### src/rtl/mccu_pkg.sv
// Shared types and defaults for the MCCU quota scheduler.
package mccu_pkg;

    typedef enum logic [1:0] {
        IDLE   = 2'd0,
        COUNT  = 2'd1,
        RELOAD = 2'd2
    } state_t;

    localparam int DEF_N_CORES  = 4;
    localparam int DEF_QUOTA_W  = 32;
    localparam int DEF_PERIOD_W = 32;
    localparam int DEF_CNT_W    = 16;

    // Width of a core index; a single core still needs one bit of index.
    function automatic int idx_width(input int n);
        return (n > 1) ? $clog2(n) : 1;
    endfunction

endpackage

### src/rtl/mccu_period_timer.sv
// Period down-counter: a period of P cycles raises expire once every P
// running cycles; P == 0 disables automatic expiry.
module mccu_period_timer #(
    parameter int PERIOD_W = 32
) (
    input  logic                clk,
    input  logic                rst,
    input  logic                load,
    input  logic                run,
    input  logic [PERIOD_W-1:0] period,
    output logic                expire
);

    logic [PERIOD_W-1:0] remain;
    logic [PERIOD_W-1:0] reload_val;

    assign reload_val = (period == '0) ? '0 : period - PERIOD_W'(1);
    assign expire     = run && (remain == '0) && (period != '0);

    // Restart on load or expiry, otherwise count down while running and rest at zero.
    always_ff @(posedge clk or posedge rst) begin
        if (rst) begin
            remain <= '0;
        end else if (load || expire) begin
            remain <= reload_val;
        end else if (run && (remain != '0)) begin
            remain <= remain - PERIOD_W'(1);
        end
    end

endmodule

### src/rtl/mccu_quota_sched.sv
// Periodic quota scheduler: sole writer of MCCU per-core quotas. At every
// period boundary it snapshots the exhausted-core mask and rewrites all
// quotas over a valid/ready port, core 0 first.
module mccu_quota_sched
    import mccu_pkg::*;
#(
    parameter int N_CORES  = DEF_N_CORES,
    parameter int QUOTA_W  = DEF_QUOTA_W,
    parameter int PERIOD_W = DEF_PERIOD_W,
    parameter int CNT_W    = DEF_CNT_W,
    localparam int IDX_W   = idx_width(N_CORES)
) (
    input  logic                       clk_i,
    input  logic                       rst_i,
    input  logic                       enable_i,
    input  logic [PERIOD_W-1:0]        period_i,
    input  logic                       sw_reload_i,
    input  logic [N_CORES*QUOTA_W-1:0] quota_limit_i,
    input  logic [N_CORES-1:0]         quota_int_i,
    output logic                       upd_valid_o,
    output logic [IDX_W-1:0]           upd_core_o,
    output logic [QUOTA_W-1:0]         upd_quota_o,
    input  logic                       upd_ready_i,
    output logic [N_CORES-1:0]         last_exhausted_o,
    output logic [CNT_W-1:0]           period_cnt_o,
    output logic                       busy_o,
    output logic                       overrun_o
);

    localparam logic [IDX_W-1:0] LAST_IDX = IDX_W'(N_CORES - 1);

    state_t                     state;
    logic                       in_reload;
    logic [IDX_W-1:0]           idx;
    logic [N_CORES*QUOTA_W-1:0] limits;
    logic [N_CORES-1:0]         sticky;
    logic                       pending;
    logic                       expire;
    logic                       sw_accept;
    logic                       boundary;
    logic                       timer_load;

    // A software reload only counts while counting with the scheduler enabled.
    assign sw_accept  = (state == COUNT) && enable_i && sw_reload_i;
    assign boundary   = expire || sw_accept;
    assign timer_load = ((state == IDLE) && enable_i) || sw_accept;

    assign upd_valid_o = in_reload;
    assign busy_o      = in_reload;
    assign upd_core_o  = idx;
    assign upd_quota_o = limits[int'(idx)*QUOTA_W +: QUOTA_W];

    mccu_period_timer #(
        .PERIOD_W (PERIOD_W)
    ) u_timer (
        .clk    (clk_i),
        .rst    (rst_i),
        .load   (timer_load),
        .run    (state != IDLE),
        .period (period_i),
        .expire (expire)
    );

    // Sequencer: in_reload is a registered copy of (state == RELOAD) so the
    // write-port valid comes straight from a flop.
    always_ff @(posedge clk_i or posedge rst_i) begin
        if (rst_i) begin
            state     <= IDLE;
            in_reload <= 1'b0;
            idx       <= '0;
            limits    <= '0;
            pending   <= 1'b0;
            overrun_o <= 1'b0;
        end else begin
            case (state)
                IDLE: begin
                    if (enable_i) begin
                        state     <= RELOAD;
                        in_reload <= 1'b1;
                        idx       <= '0;
                        limits    <= quota_limit_i;
                    end
                end
                COUNT: begin
                    if (!enable_i) begin
                        state <= IDLE;
                    end else if (boundary) begin
                        state     <= RELOAD;
                        in_reload <= 1'b1;
                        idx       <= '0;
                        limits    <= quota_limit_i;
                    end
                end
                RELOAD: begin
                    if (expire) begin
                        overrun_o <= 1'b1;
                        pending   <= 1'b1;
                    end
                    if (upd_ready_i) begin
                        if (idx == LAST_IDX) begin
                            idx <= '0;
                            if (!enable_i) begin
                                state     <= IDLE;
                                in_reload <= 1'b0;
                                pending   <= 1'b0;
                            end else if (pending || expire) begin
                                limits  <= quota_limit_i;
                                pending <= 1'b0;
                            end else begin
                                state     <= COUNT;
                                in_reload <= 1'b0;
                            end
                        end else begin
                            idx <= idx + IDX_W'(1);
                        end
                    end
                end
                default: begin
                    state     <= IDLE;
                    in_reload <= 1'b0;
                end
            endcase
        end
    end

    // Exhaustion bookkeeping: accumulate interrupts, snapshot them at each boundary.
    always_ff @(posedge clk_i or posedge rst_i) begin
        if (rst_i) begin
            sticky           <= '0;
            last_exhausted_o <= '0;
            period_cnt_o     <= '0;
        end else if (boundary) begin
            last_exhausted_o <= sticky | quota_int_i;
            sticky           <= '0;
            if (expire && (period_cnt_o != '1)) begin
                period_cnt_o <= period_cnt_o + CNT_W'(1);
            end
        end else begin
            sticky <= sticky | quota_int_i;
        end
    end

endmodule

### config.mk
export PLATFORM = sky130hd
export DESIGN_NAME = mccu_quota_sched
export DESIGN_NICKNAME = d
export VERILOG_FILES = /design/src/rtl/mccu_pkg.sv /design/src/rtl/mccu_period_timer.sv /design/src/rtl/mccu_quota_sched.sv
export SDC_FILE = /design/constraint.sdc
export NUM_CORES = 1
export LEC_CHECK = 0
export ABC_AREA = 1
export CAP_MARGIN = 5
export CORE_MARGIN = 2
export CORE_UTILIZATION = 54
export CTS_BUF_LIST = sky130_fd_sc_hd__clkbuf_4
export CTS_CLUSTER_SIZE = 16
export DETAILED_ROUTE_END_ITERATION = 10
export PLACE_DENSITY = 0.87
export SETUP_SLACK_MARGIN = 0.4
export SLEW_MARGIN = 5
export SYNTH_ARGS = -nofsm -noshare
export SYNTH_HDL_FRONTEND = slang
export SYNTH_HIERARCHICAL = 1
export SYNTH_SLANG_ARGS = --single-unit
### constraint.sdc
create_clock -name clk_i -period 6.05 [get_ports clk_i]
set_input_delay 1.21 -clock clk_i [delete_from_list [all_inputs] [get_ports clk_i]]
set_output_delay 1.21 -clock clk_i [all_outputs]
set_load 0.05 [all_outputs]
# ---- After elaboration in Yosys (flattened, before gate mapping)
# Index checks and enable logic that the tools add are counted.
# Widths: inputs -> output; s select.
dict set report totals {
  mem_count 0
  inputBits 169
  elab_cells 93
  mem_bits_rw 0
  latchBits 0
  output_inout_bits 57
  ff_bits 191
  romBits 0
}
dict set report classes {
  shifts 1
  order_cmp 0
  n_eq_ne 13
  div_mod_pow 0
  n_mux 39
  n_addsub 4
  reduce_logical 25
  n_mul 0
  bitwise_logic 1
}
# cell count
set op_table {}
lappend op_table {{$mux 128} 7}
lappend op_table {{$pmux 128 s3} 1}
lappend op_table {{$shiftx 128x8->32} 1}
lappend op_table {{$mux 32} 3}
lappend op_table {{$logic_not 32->1} 2}
lappend op_table {{$reduce_bool 32->1} 2}
lappend op_table {{$sub 32x1->32 const B} 2}
lappend op_table {{$mux 2} 12}
lappend op_table {{$add 16x1->16 const B} 1}
lappend op_table {{$ne 16x16->1 const B} 1}
lappend op_table {{$ne 2x2->1 const B} 7}
lappend op_table {{$mux 1} 12}
lappend op_table {{$pmux 2 s3} 2}
lappend op_table {{$reduce_and 5->1} 2}
lappend op_table {{$reduce_and 8->1} 1}
lappend op_table {{$logic_and 1x1->1} 7}
lappend op_table {{$ne 3x3->1 const B} 2}
lappend op_table {{$reduce_and 6->1} 1}
lappend op_table {{$eq 2x2->1 const B} 2}
lappend op_table {{$logic_or 1x1->1} 4}
lappend op_table {{$mux 4} 1}
lappend op_table {{$or 4x4->4} 1}
lappend op_table {{$reduce_and 2->1} 2}
lappend op_table {{$reduce_bool 2->1} 2}
lappend op_table {{other kinds (5)} 5}

# ---- Longest topological paths before layout
dict set report depth {
  word_depth 9
  mapped_depth 15
  ltp_nobuf 15
}

# ---- Hierarchy
# Netlist, hierarchy kept.
# module cells_each area_per_inst_um2 seq_area_each_um2 n_inst
set by_module_without_submodules {}
lappend by_module_without_submodules {mccu_quota_sched 985 7848.8 3978.8 1}
lappend by_module_without_submodules {mccu_period_timer 688 3729.8 800.8 1}

# ---- Worst setup path after synthesis
# Ideal clock, no wire load.
dict set report synth_timing {
  path_kind {reg2out}
  startpoint {register idx[0] (netlist: upd_core_o[0])}
  endpoint {output upd_quota_o[22]}
  arrival_time_ns 2.116
  path_buffers 2
  stages_incl_launch_ff 5
  slack_ns 2.724
  t_required_ns 4.840
  path_cell_list {dfrtp_1 > clkbuf_1 > clkbuf_1 > o21ai_0 > o22ai_1}
}
dict set report synth_via {
  elab_chain_len 1
}
# item line
set synth_rtl {}
lappend synth_rtl {{start, declared} mccu_quota_sched.sv:34} ;# logic [IDX_W-1:0] idx;
lappend synth_rtl {{start signal, assigned} mccu_quota_sched.sv:114} ;# idx <= idx + IDX_W'(1);
lappend synth_rtl {{$shiftx 128x8->32} mccu_quota_sched.sv:51} ;# assign upd_quota_o = limits[int'(idx)*QUOTA_W +: QUOTA_W];
lappend synth_rtl {{end, declared} mccu_quota_sched.sv:22} ;# output logic [QUOTA_W-1:0] upd_quota_o,
# No other way between the ends.

# ---- Final worst setup path
dict set report layout_timing {
  startpoint {register idx[1] (netlist: upd_core_o[1])}
  endpoint {output upd_quota_o[2]}
}
# Same word-level chain as after synthesis.

==> results.yml <==
yosys:
  yosys_warnings: 6
  synth_seq_cells: 191
  synth-main-ff-cell: "dfrtp_1"
  syn_area_um2: 11600
  synth_largest_area_cell: "dfrtp_1"
  synthTopCellsByArea: "dfrtp_1, nand2_1, nor2_1"
  yosysTopAreaCellShare: 0.413
  async_flop_share: 1.00
  synth_fp_nets: 1847
  yosysMostFrequentCell: "nand2_1"
  syn_area_per_cell_um2: 6.92
  syn_inst: 1673
  synth_common_cells: "nand2_1, nor2_1, dfrtp_1, nand4_1, o21ai_0"
  synth_cell_type_count: 38
  yosysSeqAreaShare: 0.413
  synth_edf_count: 0
finish:
  area_growth_pct: 21.9
  layout-drive-gt1-share: 0.0417
  final_area_um2: 14100
  fin_nets: 2009
sta:
  grt_setup_unrepaired: "false"
  tightest_slew_ns: 0.897
  relSlewSlack: 0.400
  setup_violations: 0
  post-route-min-period_ns: 4.40
  hold_viol: 0
  fin_crit_sh: 0.727
  slew_viol_final: 0
  max_freq_ghz: 0.227
  finalWorstSetupSlack_ns: 1.65
  fin_skew_ns: 0.0340
  fin_tns_setup_ns: 0
critical_path:
  crit_slowest_cell: "clkdlybuf4s50_1"
  slowest_delay_ns: 0.86
  cp.required_ns: 4.84
  worstPathArrival_ns: 3.19
  start_kind: "flop"
  critPathTopFamily: "buffers and inverters"
  path_buf_inv: 4
  path_max_fanout: 19
  critPathKind: "flop to primary output"
  crit_chain: "buf_4, inv_1, buf_4, o21ai_0, o22ai_1, clkdlybuf4s50_1"
  critPathMostFrequentCell: "buf_4"
  crit_path_end_kind: "primary output"
die:
  fp-row-count: 53
  io_pins: 226
  core_area_um2: 21000
  initial_core_util: 0.551
  die-area_um2: 22600
  die_x_um: 150
  dieHeight_um: 150
detailed_routing:
  vias: 11900
  drtAntennaViolNets: 0
  routed_wl_um: 34300
  first_pass_iters: 5
  drc: 0
  drtIter0Drc: 1167
  vias_per_cell: 5.63
  wire_per_inst_um: 16.2
place:
  place_area_um2: 13800
  pre_cts_ws_ns: 1.50
  hpwl_um: 23900
  globalplace.congestion: 0.931
  portBuffers: 225
clock_network:
  cts_root_buffer: "clkbuf_4"
  clk_pin_slew_ns: 0.18
  cts_sinks: 191
  insertion_delay_ns: 0.59
  post-cts-setup-buffers: 0
  cts_tree: "yes"
  cts_buffers: 17
  htree_num_levels: 4
  cts_hold_buf: 0
  clk_path_buf_depth: 2
  cts.repair.resized: 0
run:
  max_cap_viol_count: 0
global_routing:
  grt_usage: 0.302
  antenna_found_initial: 1
  grt_max_degree: 132
  grt_pass1_vias: 11000
  grt.overflow.total: 0
  grt_pass1_wl_um: 54500
pwr:
  p_leak_nw: 6.73
  ir_drop_mv: 0.441
  pwr_density_cell_nw_per_um2: 491
worst_hold_path:
  hp-class: "flop to flop"
status:
  outcome: "completed"
worst register-to-register path, cell delays in order, from the launching register on:
cell and delay (ns):
dfrtp_1 0.42, inv_1 0.15, ha_1 0.25, nand3_1 0.10
nor4_1 0.26, nand4_1 0.15, nor3_1 0.40, inv_1 0.18
nand2_1 0.11, a21oi_1 0.11, nor2_4 0.71, buf_12 0.35
nand4_1 0.16, nand2_1 0.10
kinds of logic (layout without fill, tap and decap cells):
group / Yosys count / count (layout) / share of synthesized area
buffers and inverters: 168 / 342 / 0.0702
DFF: 191 / 191 / 0.413
xor gates and xnor gates: 39 / 39 / 0.0295
AOI/OAI and AO/OA: 136 / 136 / 0.0641
and+or+nand+nor: 1134 / 1134 / 0.418
adders and majority gates: 5 / 5 / 0.00540
other: 0 / 1 / 0
per-stage QoR:
step	utilization	power, mW	std cells	hold WS, ns
after detailed placement	0.658	6.20	2091	0.453
final	0.671	6.92	2123	0.482
after CTS	0.671	6.90	2122	0.488
after global placement	0.658	6.09	2091	0.448
after floorplan	-	5.09	1673	0.437
after global routing	0.671	7.45	2123	0.510
report_power, final:
part | switching (mW) | internal (mW)
combinational | 2.73 | 1.30
clock | 0.486 | 0.219
sequential | 0.376 | 1.81
area by class of cell:
class	count	area (µm²)
Antenna cell	1	2.50
Clock buffer	17	128
Clock inverter	14	151
Fill cell	1750	6910
Inverter	71	274
Multi-Input combinational cell	1314	6010
Sequential cell	191	4780
Tap cell	275	344
Timing Repair Buffer	240	2410
per-layer routing:
layer | track usage | vias to the layer above | routed length [µm]
met5 | 0 | - | 0
met4 | 0.107 | 0 | 1130
met3 | 0.0576 | 80 | 2700
met2 | 0.488 | 540 | 15900
met1 | 0.409 | 5541 | 14600
li1 | - | 5781 | -
layout by cell type, fill, tap and decap left out, types with 8 or more instances in the layout:
master           count
o21ai_0             87
nand4_1            144
clkdlybuf4s50_1    225
buf_4               11
a21oi_1              8
xnor2_1             21
nand2_1            656
o22ai_1             32
nand3_1             59
nor2_1             241
inv_1               62
clkbuf_4            17
xor2_1              18
dfrtp_1            190
path summary, 6_finish.rpt:
kind                                        start                 to  slack, ns  cells after the start
worst max register to register  u_timer/remain[0]         limits[81]       2.56                     13
max in group asynchronous                   rst_i         limits[84]       3.85                      3
min in group asynchronous                   rst_i  u_timer/remain[4]       1.14                      3
worst max-delay path                upd_core_o[1]     upd_quota_o[2]       1.65                      6
worst min register to register         limits[51]         limits[51]       0.48                      2
worst min-delay path                   limits[51]         limits[51]       0.48                      2
flip-flops by register name, summed over array words and instances (netlist names):
register,cells
period_cnt_o,16
u_timer/remain,32
upd_core_o,2
overrun_o,1
state,2
last_exhausted_o,4
busy_o,1
pending,1
sticky,4
limits,128
(Power assumes the default switching activity.)
